## src/rtl/fft_stage_ctrl_if.sv

```systemverilog
// Control bundle between the FFT sequencer and its surroundings: input/output
// stream handshakes plus the butterfly/RAM addressing the sequencer drives.
interface fft_stage_ctrl_if #(
  parameter int LOG2N = 8
);
  logic             start;
  logic             in_valid;
  logic             in_ready;
  logic [LOG2N-1:0] load_addr;
  logic             bf_en;
  logic [LOG2N-1:0] bf_addr_a;
  logic [LOG2N-1:0] bf_addr_b;
  logic [LOG2N-2:0] tw_idx;
  logic [2:0]       stage;
  logic             out_valid;
  logic             out_ready;
  logic [LOG2N-1:0] unload_addr;
  logic             busy;
  logic             done;

  modport master (
    input  start, in_valid, out_ready,
    output in_ready, load_addr, bf_en, bf_addr_a, bf_addr_b, tw_idx,
           stage, out_valid, unload_addr, busy, done
  );

  modport slave (
    output start, in_valid, out_ready,
    input  in_ready, load_addr, bf_en, bf_addr_a, bf_addr_b, tw_idx,
           stage, out_valid, unload_addr, busy, done
  );
endinterface

```

## src/rtl/fft_stage_ctrl.sv

```systemverilog
// Frame sequencer for an in-place radix-2 DIF FFT: sample load, LOG2N butterfly
// stages separated by a write-back drain, then bit-reversed readout.
module fft_stage_ctrl #(
  parameter int LOG2N    = 8,
  parameter int BFLY_LAT = 4
) (
  input  logic             clk,
  input  logic             rst_n,
  fft_stage_ctrl_if.master bus
);

  localparam int N  = 1 << LOG2N;
  localparam int KW = LOG2N - 1;
  localparam int DW = (BFLY_LAT > 1) ? $clog2(BFLY_LAT) : 1;

  localparam logic [LOG2N-1:0] CNT_LAST   = LOG2N'(N - 1);
  localparam logic [LOG2N-1:0] HALF       = LOG2N'(N / 2);
  localparam logic [KW-1:0]    K_LAST     = KW'(N / 2 - 1);
  localparam logic [DW-1:0]    D_LAST     = DW'(BFLY_LAT - 1);
  localparam logic [2:0]       STAGE_LAST = 3'(LOG2N - 1);

  localparam logic [2:0] S_IDLE   = 3'd0;
  localparam logic [2:0] S_LOAD   = 3'd1;
  localparam logic [2:0] S_CALC   = 3'd2;
  localparam logic [2:0] S_DRAIN  = 3'd3;
  localparam logic [2:0] S_UNLOAD = 3'd4;

  logic [2:0]       state_q, state_d;
  logic [LOG2N-1:0] cnt_q,   cnt_d;
  logic [KW-1:0]    k_q,     k_d;
  logic [2:0]       stage_q, stage_d;
  logic [DW-1:0]    dcnt_q,  dcnt_d;
  logic             done_q,  done_d;

  // Distance between the two legs of a butterfly in the given stage.
  function automatic logic [LOG2N-1:0] span_of(input logic [2:0] stg);
    return HALF >> stg;
  endfunction

  // Upper-leg address: butterfly index k with a zero spliced in at the span bit.
  function automatic logic [LOG2N-1:0] insert_zero(input logic [KW-1:0] k,
                                                   input logic [2:0]    stg);
    logic [LOG2N-1:0] kx;
    logic [LOG2N-1:0] lo;
    kx = {1'b0, k};
    lo = span_of(stg) - LOG2N'(1);
    return ((kx & ~lo) << 1) | (kx & lo);
  endfunction

  function automatic logic [KW-1:0] twiddle(input logic [KW-1:0] k,
                                            input logic [2:0]    stg);
    logic [KW-1:0] lo_k;
    lo_k = KW'(span_of(stg) - LOG2N'(1));
    return (k & lo_k) << stg;
  endfunction

  function automatic logic [LOG2N-1:0] bitrev(input logic [LOG2N-1:0] v);
    logic [LOG2N-1:0] r;
    for (int i = 0; i < LOG2N; i++) r[i] = v[LOG2N-1-i];
    return r;
  endfunction

  always_comb begin
    state_d = state_q;
    cnt_d   = cnt_q;
    k_d     = k_q;
    stage_d = stage_q;
    dcnt_d  = dcnt_q;
    done_d  = 1'b0;
    case (state_q)
      S_IDLE: begin
        if (bus.start) begin
          state_d = S_LOAD;
          cnt_d   = '0;
          stage_d = '0;
        end
      end
      S_LOAD: begin
        if (bus.in_valid) begin
          if (cnt_q == CNT_LAST) begin
            state_d = S_CALC;
            cnt_d   = '0;
            k_d     = '0;
            stage_d = '0;
          end else begin
            cnt_d = cnt_q + LOG2N'(1);
          end
        end
      end
      S_CALC: begin
        if (k_q == K_LAST) begin
          state_d = S_DRAIN;
          k_d     = '0;
          dcnt_d  = '0;
        end else begin
          k_d = k_q + KW'(1);
        end
      end
      // Hold off the next stage until the last write-backs have landed.
      S_DRAIN: begin
        if (dcnt_q == D_LAST) begin
          if (stage_q == STAGE_LAST) begin
            state_d = S_UNLOAD;
            cnt_d   = '0;
          end else begin
            state_d = S_CALC;
            stage_d = stage_q + 3'd1;
            k_d     = '0;
          end
        end else begin
          dcnt_d = dcnt_q + DW'(1);
        end
      end
      S_UNLOAD: begin
        if (bus.out_ready) begin
          if (cnt_q == CNT_LAST) begin
            state_d = S_IDLE;
            cnt_d   = '0;
            done_d  = 1'b1;
          end else begin
            cnt_d = cnt_q + LOG2N'(1);
          end
        end
      end
      default: state_d = S_IDLE;
    endcase
  end

  always_ff @(posedge clk or negedge rst_n) begin
    if (!rst_n) begin
      state_q <= S_IDLE;
      cnt_q   <= '0;
      k_q     <= '0;
      stage_q <= '0;
      dcnt_q  <= '0;
      done_q  <= 1'b0;
    end else begin
      state_q <= state_d;
      cnt_q   <= cnt_d;
      k_q     <= k_d;
      stage_q <= stage_d;
      dcnt_q  <= dcnt_d;
      done_q  <= done_d;
    end
  end

  // Outputs are decoded from registered state so they are stable for the whole cycle.
  always_comb begin
    bus.in_ready    = 1'b0;
    bus.load_addr   = '0;
    bus.bf_en       = 1'b0;
    bus.bf_addr_a   = '0;
    bus.bf_addr_b   = '0;
    bus.tw_idx      = '0;
    bus.out_valid   = 1'b0;
    bus.unload_addr = '0;
    bus.stage       = stage_q;
    bus.busy        = (state_q != S_IDLE);
    bus.done        = done_q;
    case (state_q)
      S_LOAD: begin
        bus.in_ready  = 1'b1;
        bus.load_addr = cnt_q;
      end
      S_CALC: begin
        bus.bf_en     = 1'b1;
        bus.bf_addr_a = insert_zero(k_q, stage_q);
        bus.bf_addr_b = insert_zero(k_q, stage_q) | span_of(stage_q);
        bus.tw_idx    = twiddle(k_q, stage_q);
      end
      S_UNLOAD: begin
        bus.out_valid   = 1'b1;
        bus.unload_addr = bitrev(cnt_q);
      end
      default: ;
    endcase
  end

endmodule

```

## src/flat_wrapper.sv

```systemverilog
// flat-port wrapper written by rule: the top's interface ports become plain ports
module fft_stage_ctrl_flat 
#(
  parameter int LOG2N    = 8,
  parameter int BFLY_LAT = 4
)
  (clk, rst_n, bus_start, bus_in_valid, bus_out_ready, bus_in_ready, bus_load_addr, bus_bf_en, bus_bf_addr_a, bus_bf_addr_b, bus_tw_idx, bus_stage, bus_out_valid, bus_unload_addr, bus_busy, bus_done);
  fft_stage_ctrl_if #(.LOG2N(LOG2N)) bus_i ();
  input  logic clk;
  input  logic rst_n;
  input wire logic [$bits(bus_i.start)-1:0] bus_start;
  input wire logic [$bits(bus_i.in_valid)-1:0] bus_in_valid;
  input wire logic [$bits(bus_i.out_ready)-1:0] bus_out_ready;
  output wire logic [$bits(bus_i.in_ready)-1:0] bus_in_ready;
  output wire logic [$bits(bus_i.load_addr)-1:0] bus_load_addr;
  output wire logic [$bits(bus_i.bf_en)-1:0] bus_bf_en;
  output wire logic [$bits(bus_i.bf_addr_a)-1:0] bus_bf_addr_a;
  output wire logic [$bits(bus_i.bf_addr_b)-1:0] bus_bf_addr_b;
  output wire logic [$bits(bus_i.tw_idx)-1:0] bus_tw_idx;
  output wire logic [$bits(bus_i.stage)-1:0] bus_stage;
  output wire logic [$bits(bus_i.out_valid)-1:0] bus_out_valid;
  output wire logic [$bits(bus_i.unload_addr)-1:0] bus_unload_addr;
  output wire logic [$bits(bus_i.busy)-1:0] bus_busy;
  output wire logic [$bits(bus_i.done)-1:0] bus_done;
  assign bus_i.start = bus_start;
  assign bus_i.in_valid = bus_in_valid;
  assign bus_i.out_ready = bus_out_ready;
  assign bus_in_ready = bus_i.in_ready;
  assign bus_load_addr = bus_i.load_addr;
  assign bus_bf_en = bus_i.bf_en;
  assign bus_bf_addr_a = bus_i.bf_addr_a;
  assign bus_bf_addr_b = bus_i.bf_addr_b;
  assign bus_tw_idx = bus_i.tw_idx;
  assign bus_stage = bus_i.stage;
  assign bus_out_valid = bus_i.out_valid;
  assign bus_unload_addr = bus_i.unload_addr;
  assign bus_busy = bus_i.busy;
  assign bus_done = bus_i.done;
  fft_stage_ctrl #(.LOG2N(LOG2N), .BFLY_LAT(BFLY_LAT)) u_core (.clk(clk), .rst_n(rst_n), .bus(bus_i));
endmodule
```

## config.mk

```make
export PLATFORM = sky130hd
export DESIGN_NAME = fft_stage_ctrl_flat
export DESIGN_NICKNAME = d
export VERILOG_FILES = /design/src/rtl/fft_stage_ctrl_if.sv /design/src/rtl/fft_stage_ctrl.sv /design/src/flat_wrapper.sv
export SDC_FILE = /design/constraint.sdc
export NUM_CORES = 1
export LEC_CHECK = 0
export ABC_AREA = 1
export CORE_ASPECT_RATIO = 1.4
export CORE_MARGIN = 5
export CORE_UTILIZATION = 30
export CTS_CLUSTER_DIAMETER = 60
export DETAILED_ROUTE_END_ITERATION = 16
export PLACE_DENSITY = 0.6
export SLEW_MARGIN = 20
export SYNTH_ARGS = -nofsm -noshare
export SYNTH_HDL_FRONTEND = slang
export SYNTH_SLANG_ARGS = --single-unit
```

## constraint.sdc

```tcl
create_clock -name clk -period 3.53 [get_ports clk]
set_input_delay 0.8825 -clock clk [delete_from_list [all_inputs] [get_ports clk]]
set_output_delay 0.8825 -clock clk [all_outputs]
set_load 0.03 [all_outputs]
```

* Word-level counts from Yosys, hierarchy flattened
Cells that the tools add are included.
** Storage, ports and cells
- Output and inout bits :: 47
- Flip-flop bits (word level) :: 24
- Logic and storage cells :: 89
- Input port bits :: 5
** Operators by class
- Muxes and demuxes :: 41
- Bitwise gates (word level) :: 6
- Add/subtract/negate cells :: 5
- Shift-type cells :: 2
- Reduce and logical (&&, ||, !) cells :: 11
- Equality and inequality tests :: 18
** Operators with widths (count)
- two-way mux 8 bit :: 10
- two-way mux 7 bit :: 6
- two-way mux 3 bit :: 12
- case mux 8 bit (4 select lines) :: 1
- case mux 7 bit (3 select lines) :: 1
- bitwise OR 8 bit :: 2
- case mux 3 bit (5 select lines) :: 1
- bitwise AND 7 bit :: 2
- AND reduction 6 bit :: 2
- inequality test 2 x 1 -> 1 bit, second input constant :: 5
- inequality test 2 bit, second input constant :: 5
- case mux 3 bit (3 select lines) :: 1
- nonzero test 3 bit :: 3
- adder 8 x 1 -> 8 bit, second input constant :: 1
- bitwise AND 7 x 8 -> 8 bit :: 1
- equality test 8 bit, second input constant :: 1
- >> shifter 8 x 3 -> 8 bit, first input constant :: 1
- subtractor 8 x 1 -> 8 bit, second input constant :: 1
- adder 7 x 1 -> 7 bit, second input constant :: 1
- equality test 7 bit, second input constant :: 1
- NOT 7 bit :: 1
- AND reduction 7 bit :: 1
- left shift 7 x 3 -> 7 bit :: 1
- equality test 3 x 2 -> 1 bit, second input constant :: 2
- other kinds (13) :: 20

* Depth between registers and ports, before layout
Gate-level depths: netlist of the first run.
- Word-level depth :: 7
- Depth in mapped cells :: 13
- Gate-level depth less buffers :: 11

* Least setup slack after synthesis of the first run
OpenSTA, ideal clock, no wires.
- Kind :: reg-to-output
- Start point :: register u_core.stage_q[0], in the netlist u_core.bus.stage[0]
- End point :: output bus_bf_addr_b[2]
- Cell stages (with the launch flop) :: 12
- Setup slack :: -0.041 ns
- Arrival time :: 2.689 ns
- Required time :: 2.648 ns
- Buffers on the path :: 2
- Path through :: dfrtp_1 clkbuf_1 inv_1 buf_2 ha_1 nand2_1 ha_1 xnor2_1 nand2_1 a21oi_1 a31oi_1 inv_1
** On the way
- Longest elaborated chain between the ends :: 7
- Elaborated cells between the ends (all ways) :: 8
- Classes of those cells :: add/sub (1); shift (1); mux (1); bitwise (5)
** RTL lines
- start: declaration :: line fft_stage_ctrl.sv:31 : logic [2:0] stage_q, stage_d;
- start signal: assignment :: line fft_stage_ctrl.sv:141 : stage_q <= stage_d;
- >> shifter 8 x 3 -> 8 bit * :: line fft_stage_ctrl.sv:37 : return HALF >> stg;
- subtractor 8 x 1 -> 8 bit :: line fft_stage_ctrl.sv:46 : lo = span_of(stg) - LOG2N'(1);
- NOT 7 bit :: line fft_stage_ctrl.sv:47 : return ((kx & ~lo) << 1) | (kx & lo);
- bitwise AND 7 bit :: line fft_stage_ctrl.sv:47
- bitwise OR 8 bit :: line fft_stage_ctrl.sv:47
- bitwise OR 8 bit * :: line fft_stage_ctrl.sv:168 : bus.bf_addr_b = insert_zero(k_q, stage_q) | span_of(stage_q);
- two-way mux 8 bit * :: line fft_stage_ctrl.sv:160 : case (state_q)
- end: declaration :: line flat_wrapper.sv:18 : output wire logic [$bits(bus_i.bf_addr_b)-1:0] bus_bf_addr_b;
Mark *: on every way between the ends. The rest lies on a longest branch, timed or not.

* Final worst setup path of the first run
- Start point :: register u_core.stage_q[1], in the netlist u_core.bus.stage[1]
- End point :: output bus_tw_idx[1]
** On the way
- Longest elaborated chain between the ends :: 5
** RTL lines
- >> shifter 8 x 3 -> 8 bit
- subtractor 8 x 1 -> 8 bit
- bitwise AND 7 bit :: line fft_stage_ctrl.sv:54 : return (k & lo_k) << stg;
- left shift 7 x 3 -> 7 bit * :: line fft_stage_ctrl.sv:54
- two-way mux 7 bit * :: line fft_stage_ctrl.sv:160
- end: declaration :: line flat_wrapper.sv:19 : output wire logic [$bits(bus_i.tw_idx)-1:0] bus_tw_idx;
Marked as above.

==> impl_metrics.env, run 1 <==
export IMPL_outcome="finished, final reports clean"
export IMPL_syn_nets=335
export IMPL_synthArstFlopShare_pct=100
export IMPL_max_freq_mhz=299
export IMPL_place_ws_ns=0.212
export IMPL_avgViaCountPerCell=4.79
export IMPL_synth_edf_count=0
export IMPL_grt_pass1_wl_um=10700
export IMPL_yosysSeqAreaShare_pct=28.2
export IMPL_dpl_hpwl_um=4910
export IMPL_drtIter0Drc=67
export IMPL_fin_crit_sh_pct=94.9
export IMPL_clkTransAtPathRegs_ns=0.08
export IMPL_synth_top_area_share_pct=28.2
export IMPL_die_area_um2=8900
export IMPL_crit_fanout=5
export IMPL_clock_latency_ns=0.26
export IMPL_powerDensity_nw_per_um2=649
export IMPL_p_leak_nw=1.37
export IMPL_cap_violations=0
export IMPL_areaGrowthSynthToFinish_pct=32.2
export IMPL_drc=0
export IMPL_hp_class="register to register"
export IMPL_grt_max_degree=25
export IMPL_start_kind="register"
export IMPL_seq_area_um2=601
export IMPL_syn_cell_area_um2=2130
export IMPL_worstMarginPinSlew_ns=0.527
export IMPL_wirelength_um=6130
export IMPL_endpoint_kind="output port"
export IMPL_synth_most_common_cell="nand2_1"
export IMPL_ir_drop_mv=0.243
export IMPL_diodes=0
export IMPL_cts_tree="built"
export IMPL_layout_nets=393
export IMPL_drv_slew=0
export IMPL_grt_setup_unrepaired="false"
export IMPL_cp_slowest_cell="dfrtp_1"
export IMPL_cts_buffers=3
export IMPL_antenna_found_initial=0
export IMPL_synth_area_top_cells="dfrtp_1 28%, nand2_1 13%, nor2_1 7.6%, inv_1 7.1%, nand3_1 6.8%"
export IMPL_crit_type="register to output port"
export IMPL_crit_arrival_ns=2.47
export IMPL_ys_flop_type="dfrtp_1"
export IMPL_io_pins=52
export IMPL_slew_headroom_pct=64.8
export IMPL_hold_viol=0
export IMPL_worstPathRequired_ns=2.65
export IMPL_hold_ws_ns=0.507
export IMPL_vias=2255
export IMPL_io_buffers=51
export IMPL_die_x_um=81.2
export IMPL_post_cts_buffers=0
export IMPL_cp_top_family="adder cells"
export IMPL_synth_commonest_cells="71 x nand2_1, 43 x nor2_1, 40 x inv_1"
export IMPL_clk_root_buffer_cell="clkbuf_8"
export IMPL_cp_buffers_inverters=2
export IMPL_ant_nets=0
export IMPL_setup_tns_final_ns=0
export IMPL_fin_skew_ns=0.00198
export IMPL_setup_violations=0
export IMPL_setup_ws_ns=0.182
export IMPL_yosysWarningCount=0
export IMPL_routedWlPerCell_um=13.0
export IMPL_start_util_pct=30.7
export IMPL_grt_ovfl_total=0
export IMPL_h_tree_depth=1
export IMPL_synth_cell_types=35
export IMPL_multi_input_area_um2=1330
export IMPL_grt_pass1_vias=2265
export IMPL_max_stage_delay_ns=0.44
export IMPL_globalplace_congestion=0.915
export IMPL_ys_seq_elements=24
export IMPL_dr_pass1_iters=4
export IMPL_synth_cells=320
export IMPL_drive_gt1_share_pct=15.7
export IMPL_crit_chain="ha_1 > ha_1 > inv_1 > ha_2 > nor2_1 > nand2_1 > o21ai_0 > nand2_1 > nor2_1 > dlygate4sd2_1"
export IMPL_synth_area_leader_cell="dfrtp_1"
export IMPL_clock_sinks=24
export IMPL_fillers=761
export IMPL_num_rows=36
export IMPL_coreArea_um2=6940
export IMPL_syn_area_per_cell_um2=6.65
export IMPL_track_usage_pct=14.9
export IMPL_min_period_ns=3.35
export IMPL_die_y_um=110
export IMPL_max_clock_path_buffers=2
[cell usage in the layout, fill, tap and decap left out, types with 5 or more instances in the layout]
| cell | count |
|---|---|
| nand4_1 | 5 |
| ha_1 | 9 |
| clkdlybuf4s50_1 | 31 |
| dfrtp_1 | 24 |
| o21ai_0 | 20 |
| nand2_2 | 7 |
| a21oi_1 | 17 |
| dlygate4sd2_1 | 6 |
| inv_1 | 40 |
| inv_2 | 6 |
| nand2_1 | 71 |
| o21ai_1 | 7 |
| buf_4 | 20 |
| nand3_1 | 29 |
| nor2_1 | 43 |
[layout make-up]
class,count,area share (%)
Inverter,47,6.27
Tap cell,95,4.23
Sequential cell,24,21.4
Clock buffer,3,1.47
Timing Repair Buffer,60,19.6
Multi-Input combinational cell,242,47.1
[path summary, 6_finish.rpt]
check                      slack (ns)  cells after the start                start             endpoint
max in group asynchronous        2.31                      2                rst_n  u_core.bus.stage[0]
min reg2reg                      0.51                      1      u_core.cnt_q[5]      u_core.cnt_q[5]
max reg2reg                      1.61                     10  u_core.bus.stage[1]  u_core.bus.stage[0]
min in group asynchronous        0.98                      2                rst_n      u_core.cnt_q[0]
min                              0.51                      1      u_core.cnt_q[5]      u_core.cnt_q[5]
max                              0.18                     10  u_core.bus.stage[1]        bus_tw_idx[1]
[stage by stage]
stage	cell area, um2	power [W]	std cells	util (%)
2_1_floorplan	2130	0.00134	320	-
3_3_place_gp	2760	0.00167	468	39.8
3_5_place_dp	2760	0.00168	468	39.8
4_1_cts	2800	0.00185	471	40.3
5_1_grt	2810	0.00201	471	40.5
6_report	2810	0.00183	471	40.5
[worst reg2reg max path, stage by stage (launching register included)]
cell,delay (ns)
dfrtp_1,0.44
ha_1,0.24
ha_1,0.22
inv_1,0.09
buf_4,0.15
nor2_1,0.07
a21oi_1,0.18
nand2_1,0.09
a21oi_2,0.20
nand3_1,0.10
o21ai_0,0.08
[layer usage]
metal  track usage (%)  vias to the layer above  share of wire (%)
met3              1.56                        9                3.7
met4              3.62                        0                1.4
met1              16.7                     1036                 42
li1                  -                     1149                  -
met5                 0                        -                  0
met2              29.3                       61                 53
[power by group]
group	total, W	internal [W]	switching (W)
clock	0.000160	0.0000762	0.0000834
sequential	0.000447	0.000350	0.0000973
combinational	0.00122	0.000421	0.000799
[sequential cells by signal, summed over array words and instances, names as in the netlist]
signal            flops
u_core.cnt_q          8
u_core.k_q            7
u_core.bus.stage      3
u_core.state_q        3
u_core.dcnt_q         2
u_core.bus.done       1
[cell families after synthesis]
family	count (synthesis)	synth area share, %
simple gates	176	41.2
flops	24	28.2
fa+ha+maj	10	5.88
compound gates	55	14.1
buf+inv	54	10.2
xor+xnor	1	0.412
[what timing repair did]
| action | CTS | global route |
|---|---|---|
| hold buffers | 0 | 0 |
| gates resized for setup | 6 | 5 |
| endpoints found under the setup margin | 6 | 8 |
(Power assumes the default switching activity.)
==> inputs of run 2 (changes only) <==
--- a/config.mk
+++ b/config.mk
@@ -7,11 +7,13 @@
 export LEC_CHECK = 0
 export ABC_AREA = 1
 export CORE_ASPECT_RATIO = 1.4
-export CORE_MARGIN = 5
+export CORE_MARGIN = 8
 export CORE_UTILIZATION = 30
 export CTS_CLUSTER_DIAMETER = 60
+export CTS_CLUSTER_SIZE = 40
 export DETAILED_ROUTE_END_ITERATION = 16
 export PLACE_DENSITY = 0.6
+export RECOVER_POWER = 50
 export SLEW_MARGIN = 20
 export SYNTH_ARGS = -nofsm -noshare
 export SYNTH_HDL_FRONTEND = slang
==> run 2 against run 1 <==
Against the previous run:
- clock skew about the same
- power shrank 2.5%
- worst setup slack better by 0.026 ns
- flip-flop and latch count did not move
- register-to-register slack worse by 0.14 ns
- first-iteration DRC count is 28% lower
- sequential power decreased by 2%
- non-clock buffer count stayed put
- critical path depth is 2 higher
- global-route usage shrank 2.6 points
- cell area shrank 1.1%
- utilization fell by 0.43 points
- critical path type unchanged
- largest cell class unchanged
==> impl_metrics.env, run 2 (synthesis gave the netlist of run 1 again) <==
export IMPL_outcome="finished, final reports clean"
export IMPL_grt_ovfl_total=0
export IMPL_fin_util_pct=40.1
export IMPL_antenna_found_initial=0
export IMPL_hold_start="u_core.cnt_q[5]"
export IMPL_max_clock_path_buffers=2
export IMPL_worstMarginPinSlew_ns=1.38
export IMPL_cp_top_family="adder cells"
export IMPL_crit_type="register to output port"
export IMPL_vias=2235
export IMPL_crit_fanout=5
export IMPL_start_util_pct=30.7
export IMPL_grt_max_degree=25
export IMPL_final_cell_area_um2=2780
export IMPL_hp_class="register to register"
export IMPL_reg2reg_slack_ns=1.47
export IMPL_grt_pass1_wl_um=10100
export IMPL_drtIter0Drc=48
export IMPL_crit_arrival_ns=2.44
export IMPL_drv_slew=0
export IMPL_wirelength_um=6060
export IMPL_fin_crit_sh_pct=94.1
export IMPL_dpl_hpwl_um=4920
export IMPL_grt_setup_unrepaired="true"
export IMPL_min_to="u_core.cnt_q[5]"
export IMPL_clk_root_buffer_cell="clkbuf_8"
export IMPL_drive_gt1_share_pct=15.2
export IMPL_start_kind="register"
export IMPL_dr_pass1_iters=4
export IMPL_cp_buffers_inverters=2
export IMPL_globalplace_congestion=0.865
export IMPL_drc=0
export IMPL_diodes=0
export IMPL_grt_pass1_vias=2258
export IMPL_regMostFlops="u_core.cnt_q"
export IMPL_r2r_cells=8
export IMPL_layout_common_cells="71 x nand2_1, 42 x nor2_1, 40 x inv_1"
export IMPL_cap_violations=0
export IMPL_layout_nets=393
export IMPL_max_stage_delay_ns=0.42
export IMPL_hold_viol=0
export IMPL_powerDensity_nw_per_um2=640
export IMPL_cts_buffers=3
export IMPL_routedWlPerCell_um=12.9
export IMPL_worstPathRequired_ns=2.65
export IMPL_die_area_um2=10100
export IMPL_biggestRegsByFlops="u_core.cnt_q x8, u_core.k_q x7"
export IMPL_cp_slowest_cell="dfrtp_1"
export IMPL_die_x_um=87.2
export IMPL_place_area_um2=2760
export IMPL_ir_drop_mv=0.229
export IMPL_cts_tree="built"
export IMPL_num_rows=36
export IMPL_r2r_end="u_core.state_q[1]"
export IMPL_hold_buffers=0
export IMPL_die_y_um=116
export IMPL_io_buffers=51
export IMPL_largest_reg_flops=8
export IMPL_crit_chain="ha_1 > ha_1 > inv_1 > ha_1 > xnor2_1 > nand3_1 > nand3_1 > nand2_1 > nand2_1 > nand2_1 > a21oi_1 > buf_4"
export IMPL_io_pins=52
export IMPL_slew_headroom_pct=8.06
export IMPL_avgViaCountPerCell=4.75
export IMPL_max_freq_mhz=301
export IMPL_endpoint_kind="output port"
export IMPL_coreArea_um2=6940
export IMPL_areaGrowthSynthToFinish_pct=30.7
export IMPL_final_common_cell="nand2_1"
export IMPL_rr_startpoint="u_core.bus.stage[0]"
export IMPL_track_usage_pct=12.3
export IMPL_clock_sinks=24
export IMPL_fin_skew_ns=0.00171
export IMPL_h_tree_depth=1
export IMPL_min_path_cells=1
export IMPL_p_leak_nw=1.36
export IMPL_ant_nets=0
export IMPL_setup_violations=0
export IMPL_clkTransAtPathRegs_ns=0.08
export IMPL_clock_latency_ns=0.26
export IMPL_min_period_ns=3.32
## run 2: cell count changes in the layout (fill, tap and decap cells not counted), sizes merged
| cell | previous run | this run |
|---|---|---|
| clkbuf | 3 | 5 |
| clkdlybuf4s15 | 0 | 1 |
| dlygate4sd3 | 0 | 1 |
| clkdlybuf4s50 | 31 | 29 |
| dlygate4sd2 | 6 | 4 |
## run 2: report_power, final
part / switching [W] / total (W) / internal, W
Sequential: 0.0000900 / 0.000440 / 0.000350
Combinational: 0.000779 / 0.00118 / 0.000401
Clock: 0.0000849 / 0.000161 / 0.0000762
## run 2: routing by layer
layer / up-vias / share of wire, % / wire length (um) / global-route usage [%]
met5: - / 0 / 0 / 0
met4: 0 / 3.0 / 184 / 5.76
met3: 16 / 6.6 / 398 / 2.27
met2: 72 / 50 / 3030 / 23.4
met1: 1006 / 40 / 2450 / 12.5
li1: 1141 / - / - / -
## run 2: worst reg2reg max path, cell delays in order, from the launching register on
cell and delay, ns:
dfrtp_1 0.42, ha_1 0.25, ha_1 0.22, inv_1 0.12, buf_4 0.15, nand2_1 0.10
nand3_1 0.08, nand4_1 0.33, o21ai_0 0.29
## run 2: area by class of cell
cell class / instances / area (um2)
clock buffers: 3 / 41.3
fillers: 773 / 4150
inverters: 47 / 176
multi-input cells: 242 / 1300
flip-flops and latches: 24 / 601
well taps: 95 / 119
repair buffers: 60 / 542
## run 2: worst max path at each step
stage                   startpoint                to  slack [ns]  cells past startpoint
5_1_grt        u_core.bus.stage[0]     bus_tw_idx[6]       -0.03                     12
2_1_floorplan  u_core.bus.stage[0]     bus_tw_idx[5]        0.03                     13
4_1_cts        u_core.bus.stage[0]  bus_bf_addr_a[1]        0.02                      8
3_5_place_dp   u_core.bus.stage[0]  bus_bf_addr_a[4]        0.24                     11
3_3_place_gp   u_core.bus.stage[0]  bus_bf_addr_a[4]        0.27                     11
6_report       u_core.bus.stage[0]     bus_tw_idx[6]        0.21                     12
## run 2: stage by stage
stage | TNS, ns | hold slack (ns) | cells | worst slack (ns) | total power [W]
final | 0 | 0.524 | 471 | 0.207 | 0.00178
after global routing | -0.0269 | 0.544 | 471 | -0.0266 | 0.00195
after CTS | 0 | 0.523 | 471 | 0.0224 | 0.00184
after detailed placement | 0 | 0.494 | 468 | 0.239 | 0.00167
after global placement | 0 | 0.473 | 468 | 0.267 | 0.00166
after floorplan | 0 | 0.464 | 320 | 0.0285 | 0.00134
## run 2: what timing repair did
item,4_1_cts,5_1_grt
endpoints found under the setup margin,6,6
resized for setup,6,9
setup buffers,0,0
==> inputs of run 3 (changes only) <==
--- a/config.mk
+++ b/config.mk
@@ -14,6 +14,7 @@
 export DETAILED_ROUTE_END_ITERATION = 16
 export PLACE_DENSITY = 0.6
 export RECOVER_POWER = 50
+export SKIP_LAST_GASP = 1
 export SLEW_MARGIN = 20
 export SYNTH_ARGS = -nofsm -noshare
 export SYNTH_HDL_FRONTEND = slang
==> run 3 against run 2 <==
Against the previous run:
- register-to-register slack got worse by 0.17 ns
- combinational power fell by 7%
- cell area fell by 1.9%
- utilization fell by 0.78 points
- worst setup slack improved by 0.0037 ns
- final cell count did not move
- first-iteration DRC count rose by 23%
- non-clock buffer count did not move
- via count rose by 0.63%
- maximum frequency rose by 0.11%
- critical endpoint unchanged
- largest cell class unchanged
==> impl_metrics.env, run 3 (synthesis gave the netlist of run 1 again) <==
export IMPL_outcome="finished, final reports clean"
export IMPL_crit_type="register to output port"
export IMPL_reg2reg_slack_ns=1.30
export IMPL_cts_tree="built"
export IMPL_io_buffers=51
export IMPL_max_clock_path_buffers=2
export IMPL_antenna_found_initial=0
export IMPL_cp_slowest_cell="dfrtp_1"
export IMPL_track_usage_pct=12.3
export IMPL_largest_reg_flops=8
export IMPL_drive_gt1_share_pct=13.6
export IMPL_io_pins=52
export IMPL_layout_nets=393
export IMPL_num_rows=36
export IMPL_die_area_um2=10100
export IMPL_p_leak_nw=1.35
export IMPL_min_path_cells=1
export IMPL_start_util_pct=30.7
export IMPL_place_ws_ns=0.239
export IMPL_hp_class="register to register"
export IMPL_drtIter0Drc=59
export IMPL_coreArea_um2=6940
export IMPL_cts_buffers=3
export IMPL_slew_headroom_pct=7.75
export IMPL_clock_sinks=24
export IMPL_globalplace_congestion=0.865
export IMPL_grt_ovfl_total=0
export IMPL_max_freq_mhz=301
export IMPL_fin_skew_ns=0.00302
export IMPL_clock_latency_ns=0.26
export IMPL_crit_fanout=5
export IMPL_hold_viol=0
export IMPL_drc=0
export IMPL_hold_buffers=0
export IMPL_post_cts_buffers=0
export IMPL_vias=2249
export IMPL_ir_drop_mv=0.222
export IMPL_rr_startpoint="u_core.state_q[1]"
export IMPL_min_to="u_core.cnt_q[5]"
export IMPL_dpl_hpwl_um=4920
export IMPL_crit_arrival_ns=2.44
export IMPL_avgViaCountPerCell=4.77
export IMPL_die_y_um=116
export IMPL_areaGrowthSynthToFinish_pct=28.2
export IMPL_drv_slew=0
export IMPL_worstMarginPinSlew_ns=1.38
export IMPL_endpoint_kind="output port"
export IMPL_max_stage_delay_ns=0.42
export IMPL_final_common_cell="nand2_1"
export IMPL_setup_ws_ns=0.211
export IMPL_layout_common_cells="72 x nand2_1, 45 x nor2_1, 40 x inv_1"
export IMPL_r2r_end="u_core.cnt_q[5]"
export IMPL_fin_util_pct=39.3
export IMPL_grt_max_degree=25
export IMPL_fin_cells=471
export IMPL_hold_start="u_core.cnt_q[5]"
export IMPL_crit_chain="ha_1 > ha_1 > inv_1 > ha_1 > xnor2_1 > nand3_1 > nand3_1 > nand2_1 > nand2_1 > nand2_1 > a21oi_1 > buf_4"
export IMPL_powerDensity_nw_per_um2=624
export IMPL_worstPathRequired_ns=2.65
export IMPL_cap_violations=0
export IMPL_r2r_cells=8
export IMPL_grt_pass1_vias=2258
export IMPL_clkTransAtPathRegs_ns=0.08
export IMPL_dp_cells=468
export IMPL_fin_crit_sh_pct=94.0
export IMPL_start_kind="register"
export IMPL_setup_violations=0
export IMPL_die_x_um=87.2
export IMPL_min_period_ns=3.32
export IMPL_wirelength_um=6090
export IMPL_biggestRegsByFlops="u_core.cnt_q x8, u_core.k_q x7"
export IMPL_clk_root_buffer_cell="clkbuf_8"
export IMPL_hold_ws_ns=0.524
export IMPL_h_tree_depth=1
export IMPL_final_cell_area_um2=2730
export IMPL_dr_pass1_iters=4
export IMPL_routedWlPerCell_um=12.9
export IMPL_grt_pass1_wl_um=10100
export IMPL_regMostFlops="u_core.cnt_q"
export IMPL_grt_setup_unrepaired="true"
export IMPL_diodes=0
export IMPL_ant_nets=0
export IMPL_place_area_um2=2760
==> run 3: final cells by class <==
type                            instances  area (um2)
Clock buffer                            3        41.3
Fill cell                             783        4210
Inverter                               47         176
Multi-Input combinational cell        242        1250
Sequential cell                        24         601
Tap cell                               95         119
Timing Repair Buffer                   60         541
==> run 3: worst max-delay path by stage <==
stage                             endpoint                 from  cells past startpoint  slack, ns
after floorplan              bus_tw_idx[5]  u_core.bus.stage[0]                     13       0.03
after global placement    bus_bf_addr_a[4]  u_core.bus.stage[0]                     11       0.27
after detailed placement  bus_bf_addr_a[4]  u_core.bus.stage[0]                     11       0.24
after CTS                 bus_bf_addr_a[1]  u_core.bus.stage[0]                      8       0.02
after global routing         bus_tw_idx[5]  u_core.bus.stage[0]                     12      -0.04
final                        bus_tw_idx[6]  u_core.bus.stage[0]                     12       0.21
==> run 3: stage by stage <==
stage | total power [W] | setup TNS, ns
after global placement | 0.00166 | 0
final | 0.00170 | 0
after global routing | 0.00187 | -0.0756
after CTS | 0.00184 | 0
after detailed placement | 0.00167 | 0
after floorplan | 0.00134 | 0
==> run 3: per-layer routing <==
layer / vias up / track usage, % / wire length [um] / part of all wire, %
met3: 16 / 2.27 / 395 / 6.5
met4: 0 / 5.76 / 184 / 3.0
li1: 1143 / - / - / -
met2: 76 / 23.4 / 3070 / 50
met1: 1014 / 12.5 / 2440 / 40
met5: - / 0 / 0 / 0
==> run 3: what timing repair did <==
action	4_1_cts	5_1_grt
pin swaps	0	0
endpoints found under the setup margin	6	6
gates resized for setup	6	7
==> run 3: critical path: cells and delay by family, from the launching register on <==
family / cells / cell delay [ns]
adders and majority gates: 3 / 0.73
buffers and inverters: 2 / 0.30
and+or+nand+nor: 5 / 0.43
DFF: 1 / 0.42
xor gates and xnor gates: 1 / 0.18
AOI/OAI and AO/OA: 1 / 0.13
==> run 3: where the power goes <==
group          internal, W  total (W)  switching (W)
sequential        0.000350   0.000439      0.0000898
clock            0.0000762   0.000161      0.0000845
combinational     0.000366    0.00110       0.000738
